`config.mk`:
```
export PLATFORM = sky130hd
export DESIGN_NAME = npu_layer_sequencer
export DESIGN_NICKNAME = d
export VERILOG_FILES = /design/src/rtl/npu_layer_sequencer.sv
export SDC_FILE = /design/constraint.sdc
export NUM_CORES = 1
export LEC_CHECK = 0
export CAP_MARGIN = 10
export CORE_AREA = 3 3 176 178
export CTS_CLUSTER_SIZE = 30
export DETAILED_ROUTE_END_ITERATION = 16
export DIE_AREA = 0 0 179 181
export HOLD_SLACK_MARGIN = 0.06
export PLACE_DENSITY = 0.78
export REMOVE_ABC_BUFFERS = 1
export SKIP_LAST_GASP = 1
export SLEW_MARGIN = 0
export SYNTH_ARGS = -nofsm -noshare
export SYNTH_HDL_FRONTEND = slang
export SYNTH_SLANG_ARGS = --single-unit
```
`constraint.sdc`:
```
create_clock -name clk -period 3.4 [get_ports clk]
set_input_delay 0.51 -clock clk [delete_from_list [all_inputs] [get_ports clk]]
set_output_delay 0.51 -clock clk [all_outputs]
set_load 0.005 [all_outputs]
```
`src/rtl/npu_layer_sequencer.sv`:
```
`default_nettype none
// ============================================================================
// Module   : npu_layer_sequencer
// Desc     : Command-driven sequencer for the NPU matrix engines. Layer
//            commands queue in a small FIFO. Each command is popped in
//            turn, its configuration is placed on the shared bus, the
//            selected engine gets a one-cycle start, and the sequencer
//            waits for a fresh done edge. A watchdog flags engines that
//            never finish, and a reserved opcode is rejected.
// Revision : 1.0 - initial release
// ============================================================================
module npu_layer_sequencer #(
    parameter int FIFO_DEPTH = 4,
    parameter int TIMEOUT    = 1000000
) (
    input  logic        clk,
    input  logic        rst_n,
    input  logic        i_enable,
    // command push interface
    input  logic        i_cmd_valid,
    output logic        o_cmd_ready,
    input  logic [1:0]  i_cmd_opcode,
    input  logic [13:0] i_cmd_src1_addr,
    input  logic [13:0] i_cmd_dest_addr,
    input  logic [9:0]  i_cmd_src1_row,
    input  logic [9:0]  i_cmd_src1_col,
    input  logic [5:0]  i_cmd_src2_row,
    input  logic [5:0]  i_cmd_src2_col,
    // engine bank
    output logic [2:0]  o_eng_start,
    input  logic [2:0]  i_eng_done,
    output logic [13:0] o_src1_start_address,
    output logic [13:0] o_dest_start_address,
    output logic [9:0]  o_src1_row_size,
    output logic [9:0]  o_src1_col_size,
    output logic [5:0]  o_src2_row_size,
    output logic [5:0]  o_src2_col_size,
    // status
    output logic        o_busy,
    output logic [4:0]  o_fifo_count,
    output logic        o_op_done,
    output logic [15:0] o_retired_count,
    output logic        o_err,
    output logic [1:0]  o_err_code,
    input  logic        i_err_clear
);

    // ------------------------------------------------------------------
    // Constants
    // ------------------------------------------------------------------
    localparam int                 c_PTR_W     = $clog2(FIFO_DEPTH);
    localparam logic [c_PTR_W-1:0] c_PTR_ONE   = c_PTR_W'(1);
    localparam logic [4:0]         c_DEPTH     = 5'(FIFO_DEPTH);
    localparam logic [19:0]        c_TMO_LAST  = 20'(TIMEOUT - 1);
    localparam logic [1:0]         c_OP_ILLEGAL = 2'd3;
    localparam logic [1:0]         c_ERR_TMO   = 2'd1;
    localparam logic [1:0]         c_ERR_OPC   = 2'd2;

    typedef struct packed {
        logic [1:0]  opcode;
        logic [13:0] src1_addr;
        logic [13:0] dest_addr;
        logic [9:0]  src1_row;
        logic [9:0]  src1_col;
        logic [5:0]  src2_row;
        logic [5:0]  src2_col;
    } cmd_t;

    typedef enum logic [2:0] {
        S_IDLE   = 3'd0,
        S_LOAD   = 3'd1,
        S_START  = 3'd2,
        S_WAIT   = 3'd3,
        S_RETIRE = 3'd4,
        S_ERROR  = 3'd5
    } state_t;

    // ------------------------------------------------------------------
    // Declarations
    // ------------------------------------------------------------------
    state_t             r_state;
    state_t             w_state_nxt;

    cmd_t               r_mem [FIFO_DEPTH];
    logic [c_PTR_W-1:0] r_wr_ptr;
    logic [c_PTR_W-1:0] r_rd_ptr;
    logic [4:0]         r_count;
    cmd_t               w_cmd_in;
    cmd_t               w_head;
    logic               w_push;
    logic               w_pop;

    logic               w_load;
    logic               w_illegal;
    logic               w_timeout;
    logic               w_retire;
    logic               w_clr_err;
    logic               w_done_rise;

    logic [2:0]         r_op_sel;      // one-hot engine select of the in-flight op
    logic [2:0]         r_eng_start;
    logic [2:0]         r_done_prev;
    logic [19:0]        r_wait_cnt;
    logic               r_op_done;
    logic [15:0]        r_retired;
    logic               r_err;
    logic [1:0]         r_err_code;

    logic [13:0]        r_src1_addr;
    logic [13:0]        r_dest_addr;
    logic [9:0]         r_src1_row;
    logic [9:0]         r_src1_col;
    logic [5:0]         r_src2_row;
    logic [5:0]         r_src2_col;

    // ------------------------------------------------------------------
    // Command FIFO
    // ------------------------------------------------------------------
    assign w_cmd_in = '{opcode:    i_cmd_opcode,
                        src1_addr: i_cmd_src1_addr,
                        dest_addr: i_cmd_dest_addr,
                        src1_row:  i_cmd_src1_row,
                        src1_col:  i_cmd_src1_col,
                        src2_row:  i_cmd_src2_row,
                        src2_col:  i_cmd_src2_col};

    // Ready depends only on the current count, so a full FIFO refuses a
    // push even on the cycle it is being popped.
    assign o_cmd_ready = (r_count < c_DEPTH);
    assign w_push      = i_cmd_valid & o_cmd_ready;
    assign w_head      = r_mem[r_rd_ptr];

    // Storage array; emptiness is governed by the pointers, so no reset.
    always_ff @(posedge clk) begin
        if (w_push) begin
            r_mem[r_wr_ptr] <= w_cmd_in;
        end
    end

    // Pointer and occupancy tracking; simultaneous push and pop cancel out.
    always_ff @(posedge clk or negedge rst_n) begin
        if (!rst_n) begin
            r_wr_ptr <= '0;
            r_rd_ptr <= '0;
            r_count  <= 5'd0;
        end else begin
            if (w_push) begin
                r_wr_ptr <= r_wr_ptr + c_PTR_ONE;
            end
            if (w_pop) begin
                r_rd_ptr <= r_rd_ptr + c_PTR_ONE;
            end
            if (w_push && !w_pop) begin
                r_count <= r_count + 5'd1;
            end else if (!w_push && w_pop) begin
                r_count <= r_count - 5'd1;
            end
        end
    end

    // ------------------------------------------------------------------
    // Sequencer FSM
    // ------------------------------------------------------------------
    // Only a fresh rising edge on the selected engine's done counts, so a
    // level held over from a previous op or another engine's done is ignored.
    assign w_done_rise = |(i_eng_done & ~r_done_prev & r_op_sel);

    // State register
    always_ff @(posedge clk or negedge rst_n) begin
        if (!rst_n) begin
            r_state <= S_IDLE;
        end else begin
            r_state <= w_state_nxt;
        end
    end

    // Next-state decode and per-state control strobes
    always_comb begin
        w_state_nxt = r_state;
        w_pop       = 1'b0;
        w_load      = 1'b0;
        w_illegal   = 1'b0;
        w_timeout   = 1'b0;
        w_retire    = 1'b0;
        w_clr_err   = 1'b0;
        case (r_state)
            S_IDLE: begin
                if (i_enable && (r_count != 5'd0)) begin
                    w_state_nxt = S_LOAD;
                end
            end
            S_LOAD: begin
                // The head is consumed whether or not it is legal.
                w_pop = 1'b1;
                if (w_head.opcode == c_OP_ILLEGAL) begin
                    w_illegal   = 1'b1;
                    w_state_nxt = S_ERROR;
                end else begin
                    w_load      = 1'b1;
                    w_state_nxt = S_START;
                end
            end
            S_START: begin
                w_state_nxt = S_WAIT;
            end
            S_WAIT: begin
                // A done edge on the same cycle as the watchdog expiry wins.
                if (w_done_rise) begin
                    w_retire    = 1'b1;
                    w_state_nxt = S_RETIRE;
                end else if (r_wait_cnt == c_TMO_LAST) begin
                    w_timeout   = 1'b1;
                    w_state_nxt = S_ERROR;
                end
            end
            S_RETIRE: begin
                w_state_nxt = S_IDLE;
            end
            S_ERROR: begin
                if (i_err_clear) begin
                    w_clr_err   = 1'b1;
                    w_state_nxt = S_IDLE;
                end
            end
            default: begin
                w_state_nxt = S_IDLE;
            end
        endcase
    end

    // ------------------------------------------------------------------
    // Datapath registers
    // ------------------------------------------------------------------
    // Configuration bus: captured on LOAD only and held for the whole op.
    always_ff @(posedge clk or negedge rst_n) begin
        if (!rst_n) begin
            r_src1_addr <= 14'd0;
            r_dest_addr <= 14'd0;
            r_src1_row  <= 10'd0;
            r_src1_col  <= 10'd0;
            r_src2_row  <= 6'd0;
            r_src2_col  <= 6'd0;
            r_op_sel    <= 3'b000;
        end else if (w_load) begin
            r_src1_addr <= w_head.src1_addr;
            r_dest_addr <= w_head.dest_addr;
            r_src1_row  <= w_head.src1_row;
            r_src1_col  <= w_head.src1_col;
            r_src2_row  <= w_head.src2_row;
            r_src2_col  <= w_head.src2_col;
            r_op_sel    <= 3'b001 << w_head.opcode;
        end
    end

    // Engine start pulse: raised on the LOAD edge, dropped one cycle later.
    always_ff @(posedge clk or negedge rst_n) begin
        if (!rst_n) begin
            r_eng_start <= 3'b000;
        end else if (w_load) begin
            r_eng_start <= 3'b001 << w_head.opcode;
        end else begin
            r_eng_start <= 3'b000;
        end
    end

    // Previous done sample for edge detection, and the watchdog counter.
    always_ff @(posedge clk or negedge rst_n) begin
        if (!rst_n) begin
            r_done_prev <= 3'b000;
            r_wait_cnt  <= 20'd0;
        end else begin
            r_done_prev <= i_eng_done;
            if (r_state == S_START) begin
                r_wait_cnt <= 20'd0;
            end else if (r_state == S_WAIT) begin
                r_wait_cnt <= r_wait_cnt + 20'd1;
            end
        end
    end

    // Retirement pulse and wrapping retirement counter.
    always_ff @(posedge clk or negedge rst_n) begin
        if (!rst_n) begin
            r_op_done <= 1'b0;
            r_retired <= 16'd0;
        end else begin
            r_op_done <= w_retire;
            if (w_retire) begin
                r_retired <= r_retired + 16'd1;
            end
        end
    end

    // Error flag and code, held until the host clears them.
    always_ff @(posedge clk or negedge rst_n) begin
        if (!rst_n) begin
            r_err      <= 1'b0;
            r_err_code <= 2'd0;
        end else if (w_illegal) begin
            r_err      <= 1'b1;
            r_err_code <= c_ERR_OPC;
        end else if (w_timeout) begin
            r_err      <= 1'b1;
            r_err_code <= c_ERR_TMO;
        end else if (w_clr_err) begin
            r_err      <= 1'b0;
            r_err_code <= 2'd0;
        end
    end

    // ------------------------------------------------------------------
    // Outputs
    // ------------------------------------------------------------------
    assign o_eng_start          = r_eng_start;
    assign o_src1_start_address = r_src1_addr;
    assign o_dest_start_address = r_dest_addr;
    assign o_src1_row_size      = r_src1_row;
    assign o_src1_col_size      = r_src1_col;
    assign o_src2_row_size      = r_src2_row;
    assign o_src2_col_size      = r_src2_col;
    assign o_busy               = (r_state != S_IDLE);
    assign o_fifo_count         = r_count;
    assign o_op_done            = r_op_done;
    assign o_retired_count      = r_retired;
    assign o_err                = r_err;
    assign o_err_code           = r_err_code;

endmodule
`default_nettype wire

```
==> Flow_metrics.wiki, run 1 <==
{| class="wikitable"
! Metric !! Value
|-
| Status || finished, final reports clean
|-
| Depth of the CTS H-tree || 2
|-
| Xor and xnor fraction of the mapped netlist area || 0.01758
|-
| Largest fanout of any net on the critical path || 11
|-
| Combinational family with the most area after synthesis || multiplexers
|-
| Number of primary I/O pins || 160
|-
| Share of synthesized cell area in and, or, nand and nor gates || 0.05275
|-
| Clock Sink Count || 369
|-
| Clock tree from TritonCTS || done
|-
| Sum Neg Setup Slack || 0 ns
|-
| Final cycle utilization of the critical path || 0.8368
|-
| Synthesized area per cell || 19.49 µm²
|-
| Iteration-0 DRC Markers || 411
|-
| Area contributors post-synth || sky130_fd_sc_hd__edfxtp_1 52%, sky130_fd_sc_hd__dfrtp_1 21%, sky130_fd_sc_hd__mux4_2 9.7%
|-
| Maximum Capacitance Violations || 0
|-
| R2R Path Start || r_state[0]$_DFFE_PN0P_
|-
| Initial standard-cell utilization of the core || 0.4886
|-
| Power density over the cells || 812.8 mW/mm²
|-
| Share of synthesized flip-flops with an asynchronous set or reset || 0.3279
|-
| Routability cong. || 0.8294
|-
| Post-place setup slack || 0.5074 ns
|-
| Via density per instance || 5.407
|-
| Least setup slack across all paths after layout || 0.5547 ns
|-
| Number of global-route vias before repair || 7660
|-
| WL final || 28020 µm
|-
| Total DRC errors in the routed layout || 0
|-
| First-pass GRT wire length || 43560 µm
|-
| Chip height || 181 µm
|-
| Fill count || 2107
|-
| Flop and latch count out of synthesis || 369
|-
| Hold Fails Final Rpt || 0
|-
| Overflow left after global routing || 0
|-
| CTS clock-pin slew for the worst setup and hold paths || 0.06 ns
|-
| Number of clock buffers inserted by TritonCTS || 39
|-
| Hold Crit Class || register to register
|-
| Buffer cell driving the clock tree root || sky130_fd_sc_hd__clkbuf_16
|-
| Number of antenna violations at the first check in global routing || 1
|-
| Post-DP HPWL || 17170 µm
|-
| Post-synthesis mux area share || 0.1620
|-
| Worst Skew || 0.02024 ns
|-
| Filler-free cell count of the finished design || 1348
|-
| Clock latency of the later-clocked register in the worst-skew pair || 0.53 ns
|-
| Top cell type by total area after synthesis || sky130_fd_sc_hd__edfxtp_1
|-
| Most numerous cell types in the synthesized netlist || 248 x sky130_fd_sc_hd__edfxtp_1, 121 x sky130_fd_sc_hd__dfrtp_1, 62 x sky130_fd_sc_hd__mux4_2
|-
| Post-CTS Hold Fix Bufs || 1
|-
| Placed inst area || 0.01652 mm²
|-
| Cells after synthesis || 741
|-
| Multi-input gate area in the final layout || 0.003751 mm²
|-
| Post-synthesis compound-gate area fraction || 0.01594
|-
| Routed via count || 7288
|-
| Sort of element at the end of the critical path || register
|-
| # rows || 63
|-
| Post-CTS Setup Inserts || 0
|-
| Number of synthesized flops with an enable pin || 248
|-
| RSZ-0062 raised after global routing || false
|-
| Syn. warnings || 0
|-
| Pin count of the biggest net entering global routing || 71
|-
| Kind of start point of the critical path || register
|-
| Highest ir drop seen on vdd || 0.5418 mV
|-
| Share of the synthesized area in the top cell type || 0.5156
|-
| Total leakage power || 0.006419 µW
|-
| Slew Limit Fails || 0
|-
| Startpoint of the most critical hold path || o_retired_count[15]$_DFFE_PN0P_
|-
| Post-layout util || 0.6013
|-
| Maximum clock frequency || 351.5 MHz
|-
| WS Path Type || register to register
|-
| Gr usage total || 0.1756
|-
| Buffer levels on the longest clock path || 3
|-
| Critical Path AT || 3.28 ns
|-
| Critical path startpoint || r_state[0]$_DFFE_PN0P_
|-
| Share of synthesized area occupied by flip-flops and latches || 0.7252
|-
| Share of layout cells above drive strength 1 || 0.2150
|-
| Core footprint || 0.02956 mm²
|-
| Total area of sequential cells || 0.01048 mm²
|-
| Per-cell routed wire length || 20.79 µm
|-
| Fin area || 0.01777 mm²
|-
| Placed cell count || 1277
|-
| CTS-repair resized insts || 0
|-
| Nets || 1010
|-
| Overall die area || 0.03240 mm²
|-
| Relative slew margins || 0.4597
|-
| Residual antenna-violating net count after detailed routing || 0
|-
| Shortest period the worst path allows || 2.845 ns
|-
| Area of the mapped netlist || 0.01444 mm²
|-
| Number of buffer cells added on primary ports || 159
|-
| Transition time at the pin with the least slew margin || 0.8105 ns
|-
| Leading cell type by number of instances after synthesis || sky130_fd_sc_hd__edfxtp_1
|-
| Die W || 179 µm
|-
| Required time at the endpoint of the critical path || 3.83 ns
|-
| Area delta synth->final || 23.05%
|-
| Setup violations, final || 0
|-
| Adder-cell area share of the yosys netlist || 0.01005
|-
| Number of antenna diodes || 0
|-
| Drt pass-1 iters || 5
|-
| Number of library cell types mapped by synthesis || 53
|-
| Ys flop type || sky130_fd_sc_hd__edfxtp_1
|}
## metrics by stage
step	hold slack (ns)	power (µW)
finish	0.4711	14450
global placement	0.4604	10420
CTS	0.4635	14650
detailed placement	0.4626	10510
floorplan	0.2144	8725
global route	0.4827	15170
## logic make-up (layout without fill, tap and decap cells)
kind of cell | count (synthesis) | in the layout
compound gates | 35 | 35
xor+xnor | 29 | 29
fa+ha+maj | 11 | 11
buf+inv | 35 | 252
flops | 369 | 369
mux | 126 | 126
simple gates | 136 | 136
## worst paths after layout
path | end | slack, ns | cells after the start
worst max register to register | o_fifo_count[3]$_DFFE_PN0P_ | 0.55 | 9
min in group asynchronous | o_src1_row_size[2]$_DFFE_PN0P_ | 0.58 | 2
worst max-delay path | o_fifo_count[3]$_DFFE_PN0P_ | 0.55 | 9
worst min register to register | o_retired_count[15]$_DFFE_PN0P_ | 0.47 | 1
max in group asynchronous | o_src1_start_address[9]$_DFFE_PN0P_ | 2.04 | 3
worst min-delay path | o_retired_count[15]$_DFFE_PN0P_ | 0.47 | 1
## layout by cell type (no fill, tap or decap), drive strengths merged, types with 6 or more instances in the layout
cell,Yosys,routed
inv,8,10
o21ai,13,13
nand2,27,27
mux4,62,62
clkinv,0,9
dfrtp,121,121
or3,6,6
mux2,62,62
clkdlybuf4s50,0,158
buf,11,15
nor2,25,25
nand4,10,10
a21oi,7,7
nand3,18,18
and3,11,11
ha,10,10
edfxtp,248,248
clkbuf,16,56
xor2,6,6
xnor2,23,23
## cell type report
class | count | area share
sequential | 369 | 0.5898
multi-input combinational | 337 | 0.2111
timing repair buffer | 174 | 0.1003
clock buffer | 56 | 0.06195
tap | 390 | 0.02746
clock inverter | 14 | 0.007744
inverter | 8 | 0.001690
## power breakdown
group,internal (µW),switching (µW)
clock network,2420,1660
logic,2630,1630
registers,5550,570
## sequential cells by signal (all words and copies together) (netlist names), 3 cells and up
name                  count
o_dest_start_address     14
o_eng_start               3
o_fifo_count              5
o_retired_count          16
o_src1_col_size          10
o_src1_row_size          10
o_src1_start_address     14
o_src2_col_size           6
o_src2_row_size           6
r_done_prev               3
r_mem                   248
r_op_sel                  3
r_state                   3
r_wait_cnt               20
## worst max-delay path, stage by stage (launching register included)
cell and delay [ns]:
sky130_fd_sc_hd__dfrtp_1 0.50, sky130_fd_sc_hd__nor3b_1 0.50, sky130_fd_sc_hd__inv_2 0.22, sky130_fd_sc_hd__ha_1 0.28, sky130_fd_sc_hd__inv_1 0.14, sky130_fd_sc_hd__ha_1 0.27, sky130_fd_sc_hd__and3_1 0.18, sky130_fd_sc_hd__or3_1 0.34
sky130_fd_sc_hd__a21oi_1 0.18, sky130_fd_sc_hd__xor2_1 0.17
## layer usage
layer,share of wire,vias up,GRT usage
met2,0.49,209,0.2857
li1,-,3287,-
met5,0.00046,-,0
met4,0.024,2,0.04676
met3,0.075,53,0.05002
met1,0.41,3737,0.2342
No activity file was read; power rests on OpenSTA's default activity.
==> inputs of run 2 (changes only) <==
clock period = 2.9 ns   (was 3.4 ns; I/O delays follow)
==> run 2 against run 1 <==
  * Non-clock buffer count grew 7
  * Clock skew fell by 0.00077 ns
  * Wire length up 1.4%
  * Clock power up 21%
  * Utilization rose by 0.60 points
  * Via count grew 1.1%
  * Sequential power grew 16%
  * Critical path depth stayed put
  * Clock-buffer cell count decreased by 2
  * Combinational power increased by 21%
==> Flow_metrics.wiki, run 2 (synthesis gave the netlist of run 1 again) <==
{| class="wikitable"
! Metric !! Value
|-
| Status || finished, final reports clean
|-
| Gr usage total || 0.1776 (+0.001965)
|-
| Total area of sequential cells || 0.01048 mm² (unchanged)
|-
| RSZ-0062 raised after global routing || false
|-
| CTS clock-pin slew for the worst setup and hold paths || 0.06 ns (about the same)
|-
| Highest metal used || met5
|-
| Post-CTS Setup Inserts || 0 (unchanged)
|-
| Length of routed met3 wiring || 2016 µm (-3.4%)
|-
| Residual antenna-violating net count after detailed routing || 0 (unchanged)
|-
| Area delta synth->final || 24.28%
|-
| Reported net switching power || 4563 µW (+18%)
|-
| Switching power share of the total || 0.2657 (-0.001025)
|-
| Sort of element at the end of the critical path || register
|-
| Maximum Capacitance Violations || 0 (unchanged)
|-
| Overall die area || 0.03240 mm² (unchanged)
|-
| Hold Fails Final Rpt || 0 (unchanged)
|-
| Per-cell routed wire length || 20.94 µm (+0.74%)
|-
| CTS-repair resized insts || 0 (unchanged)
|-
| R2R Path Start || r_state[0]$_DFFE_PN0P_
|-
| Number of cells traversed by the worst register-to-register path || 9 (unchanged)
|-
| Multi-input gate area in the final layout || 0.003751 mm² (unchanged)
|-
| Chip height || 181 µm (unchanged)
|-
| Slew Limit Fails || 0 (unchanged)
|-
| Buffer levels on the longest clock path || 3 (unchanged)
|-
| Clock tree from TritonCTS || done
|-
| Worst Skew || 0.01947 ns (-0.0007680 ns)
|-
| Hold Crit Class || input port to register
|-
| Total DRC errors in the routed layout || 0 (unchanged)
|-
| Post-DP HPWL || 17110 µm (-0.39%)
|-
| Core footprint || 0.02956 mm² (unchanged)
|-
| First-pass GRT wire length || 44520 µm (+2.2%)
|-
| Largest fanout of any net on the critical path || 11 (unchanged)
|-
| Met1 layer wirelength in the final routing || 12290 µm (+6.6%)
|-
| Number of antenna violations at the first check in global routing || 2 (+1)
|-
| Fin area || 0.01795 mm² (+1.0%)
|-
| Die W || 179 µm (unchanged)
|-
| Clock latency of the later-clocked register in the worst-skew pair || 0.52 ns (about the same)
|-
| Final-layout worst hold slack || 0.4296 ns (-0.04152 ns)
|-
| Routed via count || 7370 (+1.1%)
|-
| Met2 WL || 13660 µm (-0.39%)
|-
| Drt pass-1 iters || 5 (unchanged)
|-
| Transition time at the pin with the least slew margin || 0.9522 ns (+0.1417 ns)
|-
| Internal power summed over all cells || 12610 µW (+19%)
|-
| WS Path Type || register to register
|-
| Most common cell after layout, fill and taps aside || sky130_fd_sc_hd__edfxtp_1
|-
| Number of antenna diodes || 0 (unchanged)
|-
| Setup violations, final || 0 (unchanged)
|-
| Buffer cell driving the clock tree root || sky130_fd_sc_hd__clkbuf_16
|-
| Power density over the cells || 956.6 mW/mm² (+18%)
|-
| Via density per instance || 5.431 (+0.45%)
|-
| Maximum clock frequency || 398.9 MHz (+13%)
|-
| Critical path startpoint || r_state[0]$_DFFE_PN0P_
|-
| Number of clock buffers inserted by TritonCTS || 39 (unchanged)
|-
| Nets || 1017 (+0.69%)
|-
| Depth of the CTS H-tree || 2 (unchanged)
|-
| WL final || 28420 µm (+1.4%)
|-
| Shortest period the worst path allows || 2.507 ns (-0.3384 ns)
|-
| Critical Path AT || 2.93 ns (-0.35 ns)
|-
| Iteration-0 DRC Markers || 402 (-2.2%)
|-
| Number of primary I/O pins || 160 (unchanged)
|-
| Most frequent cells in the layout || 248 x sky130_fd_sc_hd__edfxtp_1, 158 x sky130_fd_sc_hd__clkdlybuf4s50_1, 119 x sky130_fd_sc_hd__dfrtp_1, 62 x sky130_fd_sc_hd__mux4_2, 60 x sky130_fd_sc_hd__mux2_4
|-
| Relative slew margins || 0.3652 (-0.09447)
|-
| Total leakage power || 0.006515 µW (+1.5%)
|-
| Pin count of the biggest net entering global routing || 55 (-23%)
|-
| Placed inst area || 0.01665 mm² (+0.77%)
|-
| Setup slack on the worst flop-to-flop path || 0.39 ns (-0.16 ns)
|-
| Power share of the sequential group || 0.414 (-0.009)
|-
| Fill count || 2095 (-0.57%)
|-
| Overflow left after global routing || 0 (unchanged)
|-
| Routability cong. || 0.7986 (-3.7%)
|-
| Number of buffer cells added on primary ports || 159 (unchanged)
|-
| Kind of start point of the critical path || register
|-
| Endpoint of the worst hold-timing path || r_done_prev[2]$_DFF_PN0_
|-
| Count of cells along the worst hold path || 1 (unchanged)
|-
| Register with the most flip-flops || r_mem
|-
| Flip-flop count of the largest register, all copies and words added || 248 (unchanged)
|-
| Highest ir drop seen on vdd || 0.6029 mV (+11%)
|-
| Required time at the endpoint of the critical path || 3.32 ns (-0.51 ns)
|-
| Destination of the worst register-to-register timing path || o_fifo_count[3]$_DFFE_PN0P_
|-
| Clock Sink Count || 369 (unchanged)
|-
| Initial standard-cell utilization of the core || 0.4886 (unchanged)
|-
| Startpoint of the most critical hold path || i_eng_done[2]
|-
| Final cycle utilization of the critical path || 0.8644 (+0.02759)
|-
| Number of global-route vias before repair || 7822 (+2.1%)
|-
| Part of the total power dissipated in the clock network || 0.286 (+0.004)
|-
| # rows || 63 (unchanged)
|-
| Share of layout cells above drive strength 1 || 0.2285 (+0.01351)
|-
| Comb power frac || 0.299 (+0.004)
|}
## run 2: critical path, cell delays in order, from the launching register on
cell	delay (ns)
sky130_fd_sc_hd__dfrtp_1	0.50
sky130_fd_sc_hd__nor3b_1	0.33
sky130_fd_sc_hd__inv_2	0.07
sky130_fd_sc_hd__ha_1	0.23
sky130_fd_sc_hd__inv_1	0.14
sky130_fd_sc_hd__ha_1	0.27
sky130_fd_sc_hd__and3_1	0.18
sky130_fd_sc_hd__or3_1	0.34
sky130_fd_sc_hd__a21oi_1	0.18
sky130_fd_sc_hd__xor2_1	0.17
## run 2: layer usage
layer,up-vias,global-route usage
li1,3304,-
met1,3827,0.2484
met2,195,0.2826
met3,40,0.04918
met4,4,0.03741
met5,-,0
## run 2: layout make-up
class	count	share of cell area
clock inverter	18	0.009758
timing repair buffer	181	0.1064
clock buffer	54	0.06203
sequential	369	0.5840
inverter	8	0.001673
multi-input combinational	337	0.2090
tap	390	0.02718
## run 2: worst max-delay path by stage
stage | end | slack (ns) | cells past startpoint
final | o_fifo_count[3]$_DFFE_PN0P_ | 0.39 | 9
after global routing | o_fifo_count[3]$_DFFE_PN0P_ | 0.10 | 10
after CTS | o_fifo_count[3]$_DFFE_PN0P_ | 0.38 | 10
after detailed placement | o_fifo_count[3]$_DFFE_PN0P_ | 0.19 | 10
after global placement | o_fifo_count[3]$_DFFE_PN0P_ | 0.27 | 10
after floorplan | o_dest_start_address[0]$_DFFE_PN0P_ | -1.85 | 4
## run 2: through the flow
step                      cells  TNS, ns  total power, µW  worst slack [ns]  utilization
after global routing       1357        0            18010            0.1045       0.6073
after global placement     1284        0            12270            0.2695       0.5633
after CTS                  1357        0            17370            0.3791       0.6073
after detailed placement   1284        0            12380            0.1916       0.5633
final                      1357        0            17170            0.3931       0.6073
after floorplan             714  -132.37            10230            -1.850            -
## run 2: repair_timing
| item | 4_1_cts | 5_1_grt |
|---|---|---|
| setup endpoints to repair | 0 | 0 |
| endpoints found under the hold margin | 41 | 0 |
| hold buffers | 1 | 0 |
## run 2: power by group through the flow
stage | clock network [µW] | logic [µW] | registers [µW]
after floorplan | 0 | 2890 | 7340
after CTS | 5020 | 5230 | 7120
after global placement | 0 | 5080 | 7190
after global routing | 5240 | 5550 | 7220
after detailed placement | 0 | 5200 | 7180
final | 4920 | 5140 | 7120
==> inputs of run 3 (changes only) <==
MAX_ROUTING_LAYER = met4   (was unset)
==> run 3 against run 2 <==
  * Clock-buffer cell count did not move
  * Flip-flop and latch count did not move
  * Die area did not move
  * Non-clock buffer count did not move
  * Via count fell by 0.46%
  * Combinational power barely moved
  * Critical path depth did not move
  * Global-route usage rose by 0.53 points
  * Sequential share of layout area barely moved
  * Wire length barely moved
  * Clock skew fell by 0.0021 ns
  * Highest routed layer is now met4
==> Flow_metrics.wiki, run 3 (synthesis gave the netlist of run 1 again) <==
{| class="wikitable"
! Metric !! Value
|-
| Final-layout worst hold slack || 0.4308 ns (+0.001163 ns)
|-
| Internal power summed over all cells || 12610 µW (about the same)
|-
| Crit path top cell by count || sky130_fd_sc_hd__ha_1
|-
| Most frequent cells in the layout || 248 x sky130_fd_sc_hd__edfxtp_1, 158 x sky130_fd_sc_hd__clkdlybuf4s50_1, 119 x sky130_fd_sc_hd__dfrtp_1, 62 x sky130_fd_sc_hd__mux4_2, 60 x sky130_fd_sc_hd__mux2_4
|-
| Via density per instance || 5.398 (-0.61%)
|-
| Worst Skew || 0.01737 ns (-0.002095 ns)
|-
| Number of buffer cells added on primary ports || 159 (unchanged)
|-
| Least setup slack across all paths after layout || 0.3988 ns (+0.005620 ns)
|-
| Fill count || 2094 (-0.048%)
|-
| Hold Crit Class || input port to async pin
|-
| Shortest period the worst path allows || 2.501 ns (-0.005620 ns)
|-
| Critical Path AT || 2.92 ns (about the same)
|-
| Number of cells traversed by the worst register-to-register path || 9 (unchanged)
|-
| Routability cong. || 0.8100 (+1.4%)
|-
| Number of clock buffers inserted by TritonCTS || 39 (unchanged)
|-
| Largest fanout of any net on the critical path || 11 (unchanged)
|-
| R2R Path Start || r_state[0]$_DFFE_PN0P_
|-
| CTS clock-pin slew for the worst setup and hold paths || 0.06 ns (about the same)
|-
| Power share of the sequential group || 0.414 (about the same)
|-
| Total leakage power || 0.006515 µW (about the same)
|-
| WS Path Type || register to register
|-
| Number of global-route vias before repair || 7837 (+0.19%)
|-
| Depth of the CTS H-tree || 2 (unchanged)
|-
| Placed cell count || 1284 (unchanged)
|-
| Hold Fails Final Rpt || 0 (unchanged)
|-
| Buffer levels on the longest clock path || 3 (unchanged)
|-
| Area delta synth->final || 24.32% (about the same)
|-
| First-pass GRT wire length || 44440 µm (-0.17%)
|-
| RSZ-0062 raised after global routing || false
|-
| Residual antenna-violating net count after detailed routing || 0 (unchanged)
|-
| Maximum clock frequency || 399.8 MHz (+0.22%)
|-
| Required time at the endpoint of the critical path || 3.32 ns (about the same)
|-
| Status || finished, final reports clean
|-
| Clock tree from TritonCTS || done
|-
| Clock latency of the later-clocked register in the worst-skew pair || 0.52 ns (about the same)
|-
| Relative slew margins || 0.3627 (-0.002481)
|-
| Clock Sink Count || 369 (unchanged)
|-
| Gr usage total || 0.1829 (+0.005288)
|-
| Comb power frac || 0.299 (about the same)
|-
| Part of the total power dissipated in the clock network || 0.286 (about the same)
|-
| Setup violations, final || 0 (unchanged)
|-
| Critical Path, Cell by Cell || nor3b_1 -> inv_2 -> ha_1 -> inv_1 -> ha_1 -> and3_1 -> or3_1 -> a21oi_1 -> xor2_1
|-
| Iteration-0 DRC Markers || 424 (+5.5%)
|-
| Post-layout util || 0.6075 (about the same)
|-
| Post-CTS Setup Inserts || 0 (unchanged)
|-
| Most common cell after layout, fill and taps aside || sky130_fd_sc_hd__edfxtp_1
|-
| Share of layout cells above drive strength 1 || 0.2285 (unchanged)
|-
| Drt pass-1 iters || 5 (unchanged)
|-
| Transition time at the pin with the least slew margin || 0.9559 ns (+0.003723 ns)
|-
| Core footprint || 0.02956 mm² (unchanged)
|-
| Overflow left after global routing || 0 (unchanged)
|-
| Post-place setup slack || 0.1916 ns (unchanged)
|-
| Pin count of the biggest net entering global routing || 55 (unchanged)
|-
| Routed via count || 7336 (-0.46%)
|-
| Critical path startpoint || r_state[0]$_DFFE_PN0P_
|-
| Switching power share of the total || 0.2656 (about the same)
|-
| Sort of element at the end of the critical path || register
|-
| Total DRC errors in the routed layout || 0 (unchanged)
|-
| Register with the most flip-flops || r_mem
|-
| Filler-free cell count of the finished design || 1359 (+0.15%)
|-
| Slowest-stage cell, CP || sky130_fd_sc_hd__dfrtp_1
|-
| Nets || 1017 (unchanged)
|-
| Die W || 179 µm (unchanged)
|-
| Chip height || 181 µm (unchanged)
|-
| Number of antenna violations at the first check in global routing || 2 (unchanged)
|-
| Kind of start point of the critical path || register
|-
| Maximum Capacitance Violations || 0 (unchanged)
|-
| Per-cell routed wire length || 20.92 µm (-0.12%)
|-
| Slew Limit Fails || 0 (unchanged)
|-
| Number of primary I/O pins || 160 (unchanged)
|-
| Buffer cell driving the clock tree root || sky130_fd_sc_hd__clkbuf_16
|-
| # rows || 63 (unchanged)
|-
| Power density over the cells || 956.1 mW/mm² (about the same)
|-
| WL final || 28420 µm (about the same)
|-
| Delay contributed by the slowest stage of the critical path || 0.50 ns (about the same)
|-
| Overall die area || 0.03240 mm² (unchanged)
|-
| Sum Neg Setup Slack || 0 ns (unchanged)
|-
| Final cycle utilization of the critical path || 0.8625 (-0.001938)
|-
| Reported net switching power || 4559 µW (about the same)
|-
| Highest ir drop seen on vdd || 0.6044 mV (+0.25%)
|-
| Initial standard-cell utilization of the core || 0.4886 (unchanged)
|-
| Post-DP HPWL || 17110 µm (unchanged)
|-
| Flip-flop count of the largest register, all copies and words added || 248 (unchanged)
|}
[run 3: repair_timing]
item,4_1_cts,5_1_grt
hold buffers,1,0
resized for setup,0,0
hold endpoints to repair,41,0
[run 3: layout make-up]
| type | count | area, µm² | area share |
|---|---|---|---|
| Inverter | 8 | 30.03 | 0.001672 |
| Tap cell | 390 | 488.0 | 0.02718 |
| Clock inverter | 18 | 175.2 | 0.009755 |
| Clock buffer | 54 | 1114 | 0.06202 |
| Sequential cell | 369 | 10480 | 0.5838 |
| Timing Repair Buffer | 181 | 1911 | 0.1064 |
| Multi-Input combinational cell | 337 | 3751 | 0.2089 |
| Antenna cell | 2 | 5.005 | 0.0002787 |
[run 3: through the flow]
step	area, µm²	power (µW)
after global placement	16650	12270
after CTS	17950	17370
final	17960	17170
after global routing	17960	18020
after floorplan	14240	10230
after detailed placement	16650	12380
[run 3: power groups by stage]
| stage | Combinational [µW] | Clock, µW | Sequential [µW] |
|---|---|---|---|
| CTS | 5230 | 5020 | 7120 |
| detailed placement | 5200 | 0 | 7180 |
| finish | 5140 | 4910 | 7110 |
| global placement | 5080 | 0 | 7190 |
| global route | 5560 | 5240 | 7220 |
| floorplan | 2890 | 0 | 7340 |
[run 3: routing by layer]
| layer | up-vias | part of all wire | track usage |
|---|---|---|---|
| li1 | 3309 | - | - |
| met1 | 3795 | 0.44 | 0.2495 |
| met2 | 195 | 0.48 | 0.2829 |
| met3 | 37 | 0.067 | 0.04687 |
| met4 | 0 | 0.013 | 0.03741 |
| met5 | - | 0 | - |
[run 3: worst paths after layout]
kind / slack, ns / end
worst max-delay path: 0.40 / o_fifo_count[3]$_DFFE_PN0P_
worst min-delay path: 0.43 / o_fifo_count[1]$_DFFE_PN0P_
worst max register to register: 0.40 / o_fifo_count[3]$_DFFE_PN0P_
worst min register to register: 0.47 / o_retired_count[15]$_DFFE_PN0P_
max in group asynchronous: 1.68 / r_wait_cnt[19]$_DFFE_PN0P_
min in group clk: 0.43 / r_done_prev[2]$_DFF_PN0_
[run 3: critical path: cells and delay by family, from the launching register on]
family / cells / cell delay [ns]
and+or+nand+nor: 3 / 0.86
buffers and inverters: 2 / 0.21
AOI/OAI and AO/OA: 1 / 0.18
DFF: 1 / 0.50
adders and majority gates: 2 / 0.50
xor gates and xnor gates: 1 / 0.17
